**config.mk**
```make
export PLATFORM = sky130hd
export DESIGN_NAME = mem_port_arbiter
export DESIGN_NICKNAME = d
export VERILOG_FILES = /design/src/rtl/mem_port_arbiter.sv
export SDC_FILE = /design/constraint.sdc
export NUM_CORES = 1
export LEC_CHECK = 0
export ABC_AREA = 1
export CORE_MARGIN = 2
export CORE_UTILIZATION = 37
export DETAILED_ROUTE_END_ITERATION = 8
export GPL_ROUTABILITY_DRIVEN = 0
export GPL_TIMING_DRIVEN = 0
export PLACE_DENSITY = 0.85
export SYNTH_ARGS = -nofsm -noshare
export SYNTH_HDL_FRONTEND = slang
export SYNTH_SLANG_ARGS = --single-unit
```
**constraint.sdc**
```tcl
create_clock -name sysclk -period 2.9 [get_ports sysclk]
set_input_delay 0.87 -clock sysclk [delete_from_list [all_inputs] [get_ports sysclk]]
set_output_delay 0.87 -clock sysclk [all_outputs]
set_load 0.02 [all_outputs]
```
**src/rtl/mem_port_arbiter.sv**
```systemverilog
// Two-requester round-robin arbiter for port B of a 16K x 8 block memory, with locked
// bursts and a fixed-latency, requester-tagged read return pipeline.
module mem_port_arbiter #(
  parameter int unsigned RD_LAT    = 1,
  parameter int unsigned BURST_MAX = 16
) (
  input  logic        sysclk,
  input  logic        arduino_reset,
  input  logic        r0_req,
  input  logic        r0_we,
  input  logic        r0_lock,
  input  logic [13:0] r0_ad,
  input  logic [7:0]  r0_din,
  output logic        r0_gnt,
  output logic        r0_rvalid,
  output logic [7:0]  r0_dout,
  input  logic        r1_req,
  input  logic        r1_we,
  input  logic        r1_lock,
  input  logic [13:0] r1_ad,
  input  logic [7:0]  r1_din,
  output logic        r1_gnt,
  output logic        r1_rvalid,
  output logic [7:0]  r1_dout,
  output logic        mem_clk,
  output logic        mem_ce,
  output logic        mem_oce,
  output logic        mem_wre,
  output logic [13:0] mem_ad,
  output logic [7:0]  mem_din,
  input  logic [7:0]  mem_dout
);

  localparam int unsigned CntW = $clog2(BURST_MAX + 1);
  localparam logic [CntW-1:0] BurstMaxC = CntW'(BURST_MAX);

  logic              r_last_winner;
  logic              r_owner_valid;
  logic              r_owner_id;
  logic [CntW-1:0]   r_burst_cnt;
  logic [13:0]       r_ad_hold;
  logic [7:0]        r_din_hold;
  logic [RD_LAT-1:0] r_pipe_vld;
  logic [RD_LAT-1:0] r_pipe_id;

  logic              w_win;
  logic              w_grant;
  logic              w_win_we;
  logic              w_win_lock;
  logic [13:0]       w_win_ad;
  logic [7:0]        w_win_din;
  logic [CntW-1:0]   w_cnt_base;
  logic [CntW-1:0]   w_cnt_inc;

  always_comb begin
    w_win = 1'b0;
    if (r_owner_valid && (r_owner_id ? r1_req : r0_req)) begin
      w_win = r_owner_id;
    end else if (r0_req && r1_req) begin
      w_win = ~r_last_winner;
    end else begin
      w_win = r1_req;
    end
    w_grant    = (r0_req | r1_req) & ~arduino_reset;
    w_win_we   = w_win ? r1_we   : r0_we;
    w_win_lock = w_win ? r1_lock : r0_lock;
    w_win_ad   = w_win ? r1_ad   : r0_ad;
    w_win_din  = w_win ? r1_din  : r0_din;
    // A different requester taking the lock starts a fresh burst.
    w_cnt_base = (r_owner_valid && (r_owner_id == w_win)) ? r_burst_cnt : '0;
    w_cnt_inc  = w_cnt_base + CntW'(1);
  end

  assign r0_gnt  = w_grant & ~w_win;
  assign r1_gnt  = w_grant & w_win;
  assign mem_clk = sysclk;
  assign mem_oce = 1'b1;
  assign mem_ce  = w_grant;
  assign mem_wre = w_grant & w_win_we;
  assign mem_ad  = w_grant ? w_win_ad  : r_ad_hold;
  assign mem_din = w_grant ? w_win_din : r_din_hold;

  always_ff @(posedge sysclk) begin
    if (arduino_reset) begin
      r_last_winner <= 1'b1;
      r_owner_valid <= 1'b0;
      r_owner_id    <= 1'b0;
      r_burst_cnt   <= '0;
      r_pipe_vld    <= '0;
      r_pipe_id     <= '0;
    end else begin
      if (w_grant) begin
        r_last_winner <= w_win;
        if (w_win_lock && (w_cnt_inc != BurstMaxC)) begin
          r_owner_valid <= 1'b1;
          r_owner_id    <= w_win;
          r_burst_cnt   <= w_cnt_inc;
        end else begin
          r_owner_valid <= 1'b0;
          r_burst_cnt   <= '0;
        end
      end else begin
        // No grant means nobody requested, so any owner has dropped its request.
        r_owner_valid <= 1'b0;
        r_burst_cnt   <= '0;
      end
      r_pipe_vld[0] <= w_grant & ~w_win_we;
      r_pipe_id[0]  <= w_win;
      for (int i = 1; i < int'(RD_LAT); i++) begin
        r_pipe_vld[i] <= r_pipe_vld[i-1];
        r_pipe_id[i]  <= r_pipe_id[i-1];
      end
    end
  end

  always_ff @(posedge sysclk) begin
    if (w_grant) begin
      r_ad_hold  <= w_win_ad;
      r_din_hold <= w_win_din;
    end
  end

  assign r0_rvalid = r_pipe_vld[RD_LAT-1] & ~r_pipe_id[RD_LAT-1];
  assign r1_rvalid = r_pipe_vld[RD_LAT-1] & r_pipe_id[RD_LAT-1];
  assign r0_dout   = r0_rvalid ? mem_dout : 8'h00;
  assign r1_dout   = r1_rvalid ? mem_dout : 8'h00;

endmodule

```
==> metrics.cfg, run 1 <==
[synthesis]
yosysSeqAreaShare_pct=43.5
ys_ff_latch=32
synth_edf_count=0
yosysUniqueCellTypes=23
synth_top_cell_area_share_pct=43.5
synth_common_cells=nand2_1 (80), dfxtp_1 (32), nand3_1 (29), nor2_1 (27), inv_1 (23)
netlist_area_um2=1470
synth_nets=284
synthTopCellsByArea=dfxtp_1 (44%), nand2_1 (20%), nand3_1 (9.9%)
ys_warn_count=0
synth_flop_cell=dfxtp_1
async_reset_ff_share_pct=0
avgSynthCellArea_um2=6.63
synth_largest_area_cell=dfxtp_1
synth.most_common_cell=nand2_1
synthCells=222

[finish]
layout.cells.non_filler=390
nets=403
syn_to_final_growth_pct=87.7
final_cell_area_um2=2760
n_antenna_cell=0
drive_gt1_share_pct=21.1

[run_status]
status=finished, final reports clean

[worst_setup_path]
worst_ep_arrival_time_ns=1.97
crit_type=in2out
cp-start-kind=primary input
cp.required_ns=2.03
cp-end-kind=output port
cp-startpoint=r0_req
rr_startpoint=r_owner_valid
critPathMaxFanout=10

[cts]
path_clk_slew_ns=0.06
insertion_delay_ns=0.38
cts_tree=built

[detailed_routing]
vias=1822
drc=0
first_iter_violations=60
ant_nets=0
dr.pass1.iters=4
wl_per_cell_um=12.4
routed_wl_um=4850
via_per_inst=4.67

[power]
p_leak_nw=1.41
p_per_area_nw_per_um2=517
ir_drop_v=0.000470

[floorplan]
dieArea_um2=4500
die_h_um=67.1
die_w_um=67.1
start_util_pct=39.3
fp-row-count=22
ios=106
core_um2=3740

[global_routing]
grt_usage_pct=22.1
grt_pass1_wl_um=7290
overflow=0
grt_max_degree=11
antenna_found_initial=0
grt_pass1_vias=1725

[timing]
layout_min_cycle_time_ns=2.84
setup_viol=0
finalCritPeriodShare_pct=97.9
fmax_mhz=352
finalMaxSlewViolations=0
hold_violations=0
fin_skew_ns=0.00218
rsz0062_at_grt=true

[placed_design]
port-buffer-count=104
dp_cells=374
dp_hpwl_um=3390
placed_area_um2=2570

[hold_path]
hold_path_startpoint=r_ad_hold[12]
hold_path.class=reg2reg

[flow_run]
drv_cap=0

## cells in the final DEF (no fill, tap or decap), types with 9 or more instances in the layout
cell type        netlist  layout
buf_6                  1      12
clkdlybuf4s50_1        0      58
buf_4                  3      14
inv_1                 23      22
nand2_1               80      76
nand3_1               29      20
dfxtp_1               32      32
nor2_1                27      27
dlygate4sd2_1          0      19
nand3_2                0       9
clkbuf_8               0       9
## worst paths after layout
kind / endpoint / slack (ns) / cells past startpoint
setup / recovery: mem_ad[10] / 0.06 / 8
hold / removal: r_ad_hold[12] / 0.47 / 2
hold reg to reg: r_ad_hold[12] / 0.47 / 2
setup reg to reg: r_burst_cnt[4] / 0.82 / 16
## cells by family after synthesis
family	count (synthesis)	synth area share, %
flops	32	43.5
buf+inv	35	10.4
compound gates	8	3.48
xor+xnor	1	0.595
fa+ha+maj	2	1.70
other cells	1	0.255
simple gates	143	40.1
## state kept, by name, indices dropped and copies added, names as in the netlist
| register | cells |
|---|---|
| r_burst_cnt | 5 |
| r_pipe_vld | 1 |
| r_last_winner | 1 |
| r_owner_valid | 1 |
| r_owner_id | 1 |
| r_ad_hold | 14 |
| r_din_hold | 8 |
| r_pipe_id | 1 |
## what timing repair did
| item | 4_1_cts | 5_1_grt |
|---|---|---|
| pin swaps | 2 | 1 |
| hold buffers | 0 | 0 |
| buffers inserted | 4 | 0 |
| gates resized for setup | 146 | 30 |
| endpoints found under the setup margin | 43 | 25 |
| cloned | 1 | 0 |
## critical path: stages
cell and delay [ns]:
clkdlybuf4s15_2 0.22, o211ai_2 0.12, nand3_2 0.14, inv_4 0.11, buf_4 0.17, nand2_1 0.10, nand3_2 0.11, buf_6 0.13
## per-stage QoR
stage | setup TNS [ns] | hold WS [ns] | utilization, % | power, mW | worst slack [ns]
after floorplan | 0 | 0.484 | - | 0.738 | 0.245
after global placement | -23.76 | 0.453 | 68.8 | 0.980 | -0.999
after detailed placement | -24.71 | 0.458 | 68.8 | 0.986 | -1.01
after CTS | 0 | 0.472 | 72.5 | 1.41 | 0.0117
after global routing | -0.0760 | 0.484 | 73.8 | 1.51 | -0.0232
final | 0 | 0.471 | 73.8 | 1.43 | 0.0612
## metal layers
layer | track usage, % | routed length (um)
met2 | 35.1 | 2250
met4 | 14.0 | 149
met3 | 13.0 | 704
met5 | 0 | 0
met1 | 21.8 | 1740
## cell type report
cell class / instances / area [um^2]
tap: 48 / 60.1
buffer: 8 / 75.1
multi-input combinational: 155 / 742
sequential: 32 / 641
inverter: 27 / 106
fill: 286 / 980
clock buffer: 12 / 136
timing repair buffer: 108 / 1000
## report_power, final
group | internal (mW) | switching, mW | total [mW] | leakage, nW
Sequential | 0.494 | 0.0185 | 0.513 | 0.267
Clock | 0.307 | 0.197 | 0.504 | 0.0758
Combinational | 0.198 | 0.214 | 0.412 | 1.06
(Power assumes the default switching activity.)
==> run 2: changes to the inputs <==
--- a/config.mk
+++ b/config.mk
@@ -7,11 +7,11 @@
 export LEC_CHECK = 0
 export ABC_AREA = 1
 export CORE_MARGIN = 2
-export CORE_UTILIZATION = 37
+export CORE_UTILIZATION = 34
 export DETAILED_ROUTE_END_ITERATION = 8
 export GPL_ROUTABILITY_DRIVEN = 0
 export GPL_TIMING_DRIVEN = 0
-export PLACE_DENSITY = 0.85
+export PLACE_DENSITY = 0.79
 export SYNTH_ARGS = -nofsm -noshare
 export SYNTH_HDL_FRONTEND = slang
 export SYNTH_SLANG_ARGS = --single-unit
==> constraint.sdc (replaced) <==
create_clock -name sysclk -period 3.1 [get_ports sysclk]
set_input_delay 0.93 -clock sysclk [delete_from_list [all_inputs] [get_ports sysclk]]
set_output_delay 0.93 -clock sysclk [all_outputs]
set_load 0.02 [all_outputs]
==> run 2 against run 1 <==
Die area up 8.3%. Sequential cell count unchanged. Non-clock buffer count up 1. Critical endpoint is now mem_clk. Critical path depth down 4. Clock skew up 0.00091 ns. Clock-buffer cell count unchanged. Global-route usage down 2.5 points. Clock power down 4.4%. Critical path type is now clk2out.
==> metrics.cfg, run 2 (synthesis gave the netlist of run 1 again) <==
[run_status]
status=finished, final reports clean

[floorplan]
dieArea_um2=4870
core_um2=4090
start_util_pct=36.0
die_h_um=69.8
fp-row-count=23
die_w_um=69.8
ios=106

[detailed_routing]
routed_wl_um=4680
vias=1774
wl_per_cell_um=11.9
via_per_inst=4.51
drc=0
ant_nets=0
dr.pass1.iters=4
first_iter_violations=54

[finish]
final_cell_mix=nand2_1 (71), clkdlybuf4s50_1 (59), dfxtp_1 (32)
multi_input_area_um2=805
layout_commonest_cell=nand2_1
nFillCells=311
final_cell_area_um2=2960
n_antenna_cell=0
top_register=r_ad_hold
largest_reg_flops=14
syn_to_final_growth_pct=101
drive_gt1_share_pct=25.7
final-seq-area_um2=641
fin_util_pct=72.4
reg_top3=r_ad_hold (14), r_din_hold (8), r_burst_cnt (5)
nets=404

[timing]
finalMaxSlewViolations=0
fmax_mhz=327
tns_ns=0
fin_skew_ns=0.00309
setup_viol=0
layout_min_cycle_time_ns=3.06
hold_violations=0
rsz0062_at_grt=false
finalCritPeriodShare_pct=98.9

[worst_setup_path]
crit_path_end=mem_clk
rr_startpoint=r_owner_valid
crit_type=clk2out
cp-start-kind=clock port
cp-startpoint=sysclk
cp-end-kind=output port
rrSetupSlack_ns=1.03
rr_endpoint=r_burst_cnt[0]
worst_ep_arrival_time_ns=2.13
critPathMaxFanout=2
r2r_cells=16
cp.required_ns=2.17

[placed_design]
port-buffer-count=104
dp_hpwl_um=3340
placed_area_um2=2580

[flow_run]
drv_cap=0

[global_routing]
antenna_found_initial=0
grt_usage_pct=19.6
grt_max_degree=11
overflow=0
grt_pass1_vias=1769
grt_pass1_wl_um=7740

[cts]
insertion_delay_ns=0.37
cts_hold_buf=0
path_clk_slew_ns=0.06
cts_tree=built

[power]
p_leak_nw=1.68
power.total_mw=1.38
p_per_area_nw_per_um2=466
ir_drop_v=0.000456

[hold_path]
hold_path.class=reg2reg

## run 2: cell count changes in the layout (fill, tap and decap cells not counted), moves of 2 or more
| cell | delta |
|---|---|
| buf_4 | -8 |
| dlygate4sd2_1 | -16 |
| nand2_2 | +5 |
| buf_2 | -4 |
| clkdlybuf4s15_2 | +2 |
| dlymetal6s2s_1 | +16 |
| nand3_1 | -10 |
| nand2_1 | -5 |
| clkbuf_4 | -2 |
| buf_6 | +13 |
| nand3_2 | +10 |
## run 2: critical path: stages
cell and delay, ns:
clkbuf_8 0.11, clkbuf_8 0.12, buf_4 0.12, clkdlybuf4s15_2 0.24
## run 2: power by group
part / switching (mW) / internal, mW
logic: 0.206 / 0.212
clock network: 0.186 / 0.296
registers: 0.0165 / 0.462
total: 0.408 / 0.971
## run 2: how the worst min path moves through the flow
stage                              from            end  slack (ns)  depth (start not counted)
final                     r_din_hold[0]  r_din_hold[0]        0.47                          2
after global routing       r_ad_hold[2]   r_ad_hold[2]        0.49                          2
after CTS                 r_ad_hold[10]  r_ad_hold[10]        0.47                          2
after detailed placement  r_din_hold[0]  r_din_hold[0]        0.46                          2
after global placement     r_ad_hold[1]   r_ad_hold[1]        0.45                          2
after floorplan           r_last_winner  r_last_winner        0.48                          2
## run 2: cell type report
class / instances / share of cell area (%)
buffer: 8 / 2.66
clock buffer: 12 / 4.82
inverter: 27 / 3.51
multi-input combinational: 155 / 27.2
sequential: 32 / 21.6
tap: 50 / 2.11
timing repair buffer: 109 / 38.1
## run 2: layer usage
layer | global-route usage, % | part of all wire, % | up-vias
li1 | - | - | 921
met1 | 20.6 | 39 | 761
met2 | 33.8 | 48 | 90
met3 | 10.2 | 12 | 2
met4 | 6.20 | 0.45 | 0
met5 | 0 | 0 | -
## run 2: through the flow
| stage | hold WS (ns) | setup WS (ns) | cells |
|---|---|---|---|
| global route | 0.492 | 0.00361 | 393 |
| CTS | 0.474 | -0.0130 | 392 |
| floorplan | 0.484 | 0.325 | 222 |
| global placement | 0.452 | -0.901 | 376 |
| detailed placement | 0.456 | -0.924 | 376 |
| finish | 0.471 | 0.0356 | 393 |
## run 2: repair_timing
| item | in CTS | in global routing |
|---|---|---|
| endpoints found under the setup margin | 27 | 40 |
| cloned | 2 | 0 |
| pin swaps | 2 | 1 |
| buffers inserted | 3 | 1 |
| endpoints found under the hold margin | 0 | 0 |
| resized for setup | 178 | 23 |
==> run 3: changes to the inputs <==
--- a/config.mk
+++ b/config.mk
@@ -12,6 +12,7 @@
 export GPL_ROUTABILITY_DRIVEN = 0
 export GPL_TIMING_DRIVEN = 0
 export PLACE_DENSITY = 0.79
+export RECOVER_POWER = 25
 export SYNTH_ARGS = -nofsm -noshare
 export SYNTH_HDL_FRONTEND = slang
 export SYNTH_SLANG_ARGS = --single-unit
==> run 3 against run 2 <==
Register-to-register slack about the same. Sequential share of layout area is essentially flat. Via count rose by 0.56%. Clock-buffer cell count unchanged. Core utilization shrank 0.12 points. Largest power group unchanged. Largest cell class unchanged. Routed wire length up 0.47%. Clock power barely moved. Clock skew is essentially flat. Combinational power hardly changed. First-iteration DRC count rose by 1.9%. Sequential cell count stayed put. Power about the same.
==> metrics.cfg, run 3 (synthesis gave the netlist of run 1 again) <==
[finish]
nFillCells=312
layout.cells.non_filler=393
syn_to_final_growth_pct=101
multi_input_area_um2=800
largest_reg_flops=14
nets=404
n_antenna_cell=0
drive_gt1_share_pct=25.4
reg_top3=r_ad_hold (14), r_din_hold (8), r_burst_cnt (5)
top_register=r_ad_hold
final-seq-area_um2=641
fin_util_pct=72.3
final_cell_mix=nand2_1 (71), clkdlybuf4s50_1 (59), dfxtp_1 (32)
layout_commonest_cell=nand2_1

[detailed_routing]
wl_per_cell_um=12.0
ant_nets=0
drc=0
vias=1784
routed_wl_um=4700
first_iter_violations=55
via_per_inst=4.54
dr.pass1.iters=4

[timing]
layout_min_cycle_time_ns=3.06
setup_viol=0
fin_hold_ws_ns=0.470
fmax_mhz=327
hold_violations=0
rsz0062_at_grt=false
finalWorstSetupSlack_ns=0.0357
fin_skew_ns=0.00270
finalCritPeriodShare_pct=98.8
finalMaxSlewViolations=0

[placed_design]
dp_slack_ns=-0.924
dp_hpwl_um=3340
port-buffer-count=104
dp_cells=376

[worst_setup_path]
cp-end-kind=output port
crit_family=buffers and inverters
cp_slowest_cell=clkdlybuf4s15_2
cp_common_cell=clkbuf_8
critPathMaxFanout=2
worst_ep_arrival_time_ns=2.13
rrSetupSlack_ns=1.03
crit_type=clk2out
worst-path-buf-inv=4
path_cells=clkbuf_8 -> clkbuf_8 -> buf_4 -> clkdlybuf4s15_2
rr_startpoint=r_owner_valid
cp.required_ns=2.17
crit_path_end=mem_clk
r2r_cells=16
rr_endpoint=r_burst_cnt[0]
cp-startpoint=sysclk
slowest_delay_ns=0.24
cp-start-kind=clock port
cp.depth=4

[global_routing]
overflow=0
grt_pass1_vias=1769
antenna_found_initial=0
grt_pass1_wl_um=7740
grt-busiest-layer=met2
grt_use_met1_pct=20.6
grt_use_met2_pct=33.8
use_met3_pct=10.2
grt_max_degree=11
grt_usage_pct=19.6

[flow_run]
drv_cap=0

[floorplan]
fp-row-count=23
die_w_um=69.8
ios=106
core_um2=4090
start_util_pct=36.0
die_h_um=69.8
dieArea_um2=4870

[cts]
cts_tree=built
insertion_delay_ns=0.38
path_clk_slew_ns=0.06

[run_status]
status=finished, final reports clean

[power]
p_leak_nw=1.68
power.total_mw=1.38
p_per_area_nw_per_um2=467
ir_drop_v=0.000456

[hold_path]
hold_path_startpoint=r_din_hold[0]
hold_path.class=reg2reg

[run 3: cell count changes in the layout (fill, tap and decap cells not counted)]
cell / change
nand3_1: +1
nand3_2: -1
[run 3: worst min-delay path by stage]
stage,end,cells after the start
global route,r_ad_hold[2],2
global placement,r_ad_hold[1],2
finish,r_din_hold[0],2
floorplan,r_last_winner,2
detailed placement,r_din_hold[0],2
CTS,r_ad_hold[10],2
[run 3: report_power, final]
| part | switching [mW] | internal [mW] |
|---|---|---|
| clock network | 0.187 | 0.296 |
| logic | 0.206 | 0.212 |
| registers | 0.0165 | 0.462 |
[run 3: tightest hold or removal path: stages, from the launching register on]
cell and delay, ns:
dfxtp_1 0.31, nand2_1 0.06, nand3_2 0.08
[run 3: layout make-up]
class,count,share of cell area [%]
sequential,32,21.7
inverter,27,3.52
timing repair buffer,109,38.1
buffer,8,2.67
clock buffer,12,4.83
multi-input combinational,155,27.1
tap,50,2.12
[run 3: metal layers]
| metal | wire length, um | vias to the layer above |
|---|---|---|
| li1 | - | 921 |
| met1 | 1820 | 767 |
| met2 | 2270 | 94 |
| met3 | 597 | 2 |
| met4 | 21 | 0 |
| met5 | 0 | - |
[run 3: repair_timing]
item	CTS	global route
setup buffers	3	1
hold buffers	0	0
endpoints found under the setup margin	27	40
pin swaps	2	1
cloned	2	0
gates resized for setup	178	23
[run 3: per-stage QoR]
| stage | area (um^2) | TNS (ns) |
|---|---|---|
| after floorplan | 1470 | 0 |
| after global placement | 2580 | -20.47 |
| after detailed placement | 2580 | -21.20 |
| after CTS | 2900 | -0.0482 |
| after global routing | 2950 | 0 |
| final | 2950 | 0 |
==> patch 1: new RTL, flow settings as in run 2 <==
`BURST_MAX`: 16 -> 32.
--- a/src/rtl/mem_port_arbiter.sv
+++ b/src/rtl/mem_port_arbiter.sv
@@ -4,3 +4,3 @@
   parameter int unsigned RD_LAT    = 1,
-  parameter int unsigned BURST_MAX = 16
+  parameter int unsigned BURST_MAX = 32
 ) (
Formal check against the unedited RTL: no difference found for any inputs over 10 cycles, from zero or initial values and one cycle with arduino_reset high; that may be too few to reach the edited logic, so the function may still have changed.
==> patch 1 against run 2 <==
- hold slack worse by 2.9 ps
- sequential cell count rose by 1
- wire length rose by 5.6%
- power is 9.2% higher
- area after synthesis rose by 1.8%
- final cell count increased by 3.1%
- clock skew is 1.0 ps higher
- worst setup slack got worse by 11 ps
- die area is 1.7% higher
- maximum frequency fell by 0.58%
- design area rose by 4.1%
- critical endpoint is now r0_dout[1]
==> patch 1: results (changes against run 2) <==
Power
  • Power Clock: 576 µW (was 482 µW)
  • Switching power: 426 µW (was 408 µW)
  • Leak pwr: 0.00168 µW (about the same)

Global routing
  • First-pass GRT wire length: 7.82 mm (was 7.74 mm)
  • Met2 Track Usage GR: 0.327 (was 0.338)
  • Number of global-route vias before repair: 1788 (was 1769)
  • Total track usage: 0.200 (was 0.196)
  • Grt met3 use: 0.0592 (was 0.102)

Routing
  • Met2 WL: 2.41 mm (was 2.25 mm)
  • Met3 WL: 419 µm (was 573 µm)
  • Initial DRC count: 48 (was 54)
  • Vias: 1854 (was 1774)
  • Metal-1 WL: 2.01 mm (was 1.83 mm)

Placed design
  • DP HPWL: 3.29 mm (was 3.34 mm)

Layout
  • #MultiIn Comb: 154 (was 155)
  • Fin cells: 405 (was 393)
  • Clkbuf count: 11 (was 12)
  • Non-clk buf share: 0.423 (was 0.407)
  • Clock buf/inv share: 0.0548 (was 0.0482)
  • Share of cells above drive strength 1: 0.278 (was 0.257)
  • Biggest regs: r_ad_hold x14, r_din_hold x8, r_burst_cnt x6 (was r_ad_hold x14, r_din_hold x8, r_burst_cnt x5)
  • Register area: 661 µm² (was 641 µm²)
  • Non-clk invs: 24 (was 27)

CTS
  • Resize count post-CTS: 175 (was 178)
  • Setup bufs post-CTS: 11 (was 3)

Yosys
  • Share of the yosys chip area belonging to registers: 0.441 (was 0.435)
  • #FFs+latches synth: 33 (was 32)
  • Synth top area cells: dfxtp_1 44%, nand2_1 19%, nand3_1 9.0% (was dfxtp_1 44%, nand2_1 20%, nand3_1 9.9%)
  • Syn Inst Count: 220 (was 222)
  • Yosys cell types: 24 (was 23)
  • Post-Syn Nets: 280 (was 284)
  • Post-synth top cells: 76 x nand2_1, 33 x dfxtp_1, 27 x nand3_1, 26 x nor2_1, 22 x inv_1 (was 80 x nand2_1, 32 x dfxtp_1, 29 x nand3_1, 27 x nor2_1, 23 x inv_1)

Worst setup path
  • CP arrival: 2150 ps (was 2130 ps)
  • Biggest cell delay along the critical path: 610 ps (was 240 ps)
  • CP max-delay cell: clkdlybuf4s50_1 (was clkdlybuf4s15_2)

Run status
  • Status: complete, no violations (unchanged)

Timing
  • Max Clock Skew: 4.12 ps (was 3.09 ps)
patch 1: through the flow:
stage / cell area [µm²] / power, µW
after floorplan: 1500 / 714
after global placement: 2610 / 940
after detailed placement: 2610 / 946
after CTS: 2980 / 1500
after global routing: 3080 / 1580
final: 3080 / 1510
patch 1: logic make-up (layout without fill, tap and decap cells):
kind of cell / Yosys count / in the layout / share of synthesized area
AND/OR/NAND/NOR: 144 / 144 / 0.417
AO/OA/AOI/OAI: 9 / 9 / 0.0409
other: 1 / 1 / 0.00250
buffers and inverters: 33 / 166 / 0.0993
flip-flops: 33 / 33 / 0.441
patch 1: final timing paths:
check / from / depth (start not counted) / slack [ps] / end
setup / recovery: mem_dout[1] / 4 / 20 / r0_dout[1]
setup reg to reg: r_owner_valid / 14 / 1350 / r_burst_cnt[2]
hold reg to reg: r_ad_hold[13] / 2 / 470 / r_ad_hold[13]
hold / removal: r_ad_hold[13] / 2 / 470 / r_ad_hold[13]
==> patch 2: new RTL, flow settings as in run 2 <==
Without the edit above. Reset style: asynchronous (`arduino_reset`), changed in one clocked block.
--- a/src/rtl/mem_port_arbiter.sv
+++ b/src/rtl/mem_port_arbiter.sv
@@ -82,3 +82,3 @@
 
-  always_ff @(posedge sysclk) begin
+  always_ff @(posedge sysclk or posedge arduino_reset) begin
     if (arduino_reset) begin
Check against the original RTL: differs if arduino_reset is asserted again (counterexample within 4 cycles, from zero or initial values and one cycle with arduino_reset high); with arduino_reset held inactive, the same outputs for 10 cycles.
==> patch 2 against run 2 <==
- non-clock buffer count down 3
- wire length down 6.3%
- sequential share of layout area up 3.1 points
- worst setup slack better by 0.92 ps
- maximum frequency about the same
- critical endpoint unchanged
- power up 5.8%
- sequential cell count unchanged
- clock skew up 4.4 ps
- design area down 5.5%
- clock power up 23%
- area after synthesis up 5.3%
==> patch 2: results (changes against run 2) <==
Yosys
  • Yosys cell types: 22 (was 23)
  • Synth Area in XOR/XNOR: 0 (was 0.00595)
  • Post-synth top cells: 84 x nand2_1, 28 x nand3_1, 26 x inv_1, 25 x nor2_1, 22 x dfxtp_1 (was 80 x nand2_1, 32 x dfxtp_1, 29 x nand3_1, 27 x nor2_1, 23 x inv_1)
  • Post-synthesis adder-cell area fraction: 0.00807 (was 0.0170)
  • Post-synthesis async set-or-reset flop share: 0.313 (was 0)
  • Synthesized area per cell: 6.92 µm² (was 6.63 µm²)
  • Post-Syn Nets: 285 (was 284)
  • Mux share of post-synthesis cell area: 0.00646 (was 0)
  • Synth top area cells: dfxtp_1 28%, nand2_1 20%, dfrtp_1 15% (was dfxtp_1 44%, nand2_1 20%, nand3_1 9.9%)
  • Compound-gate portion of the synthesized area: 0.00807 (was 0.0348)
  • Share of the yosys chip area belonging to registers: 0.446 (was 0.435)

Power
  • Clock share of power: 0.405 (was 0.350)
  • P_comb: 379 µW (was 418 µW)
  • Leak pwr: 0.00155 µW (was 0.00168 µW)
  • Pint: 1040 µW (was 971 µW)
  • Tot Pwr: 1460 µW (was 1380 µW)
  • Worst VDD drop: 0.466 mV (was 0.456 mV)

Layout
  • Final Util: 0.638 (was 0.724)
  • Share of cells above drive strength 1: 0.178 (was 0.257)
  • Biggest regs: r_ad_hold x14, r_din_hold x8, r_burst_cnt x5 (unchanged)
  • Final nets: 402 (was 404)

Worst setup path
  • CP arrival: 2130 ps (about the same)
  • Worst-path maximum fanout: 2 (unchanged)
  • Biggest cell delay along the critical path: 240 ps (about the same)

Routing
  • Metal-1 WL: 1.68 mm (was 1.83 mm)
  • Met3 WL: 516 µm (was 573 µm)
  • Initial DRC count: 56 (was 54)
  • Met2 WL: 2.14 mm (was 2.25 mm)
  • Top sig layer: met4 (unchanged)
  • Pre-antenna DRT Iters: 3 (was 4)
  • Vias: 1764 (was 1774)
  • Wirelength, routed: 4.38 mm (was 4.68 mm)
  • DR vias/cell: 4.48 (was 4.51)

Global routing
  • Grt met3 use: 0.0816 (was 0.102)
  • First-pass GRT wire length: 7.58 mm (was 7.74 mm)
  • Met1 Track Usage GR: 0.202 (was 0.206)
  • Met2 Track Usage GR: 0.323 (was 0.338)
  • Total track usage: 0.188 (was 0.196)

Placed design
  • Pre-CTS setup slack: -772 ps (was -924 ps)
  • DP HPWL: 3.35 mm (was 3.34 mm)
  • Dpl cells: 380 (was 376)
  • Cell Area, Placed: 2660 µm² (was 2580 µm²)

Timing
  • TNS Setup: 0 ps (unchanged)
  • Max Clock Skew: 7.51 ps (was 3.09 ps)

CTS
  • Resize count post-CTS: 111 (was 178)
  • Setup bufs post-CTS: 3 (unchanged)

Run status
  • Status: complete, no violations (unchanged)
patch 2: cell types whose count changed in the layout (fill, tap and decap cells not counted), sizes merged, moves of 2 or more:
cell	change
dlymetal6s2s	-5
clkdlybuf4s50	+4
dfrtp	+9
dfxtp	-10
nand4	+3
o21ai	-4
a21oi	-2
clkbuf	-3
nand2	+7
patch 2: area by class of cell:
class                      count  area (µm²)
fill                         410        1590
timing repair buffer         106         982
multi-input combinational    157         703
sequential                    32         692
clock buffer                  11         149
inverter                      27         104
buffer                         8        71.3
tap                           52        65.1
clock inverter                 1        30.0
patch 2: final timing paths:
check | end | startpoint | cells past startpoint | slack [ps]
max | mem_clk | sysclk | 4 | 40
min | r_din_hold[0] | r_din_hold[0] | 2 | 470
max reg2reg | r_owner_id | r_last_winner | 17 | 940
min reg2reg | r_din_hold[0] | r_din_hold[0] | 2 | 470
max in group asynchronous | r_last_winner | arduino_reset | 2 | 2010
min in group asynchronous | r_burst_cnt[2] | arduino_reset | 2 | 770
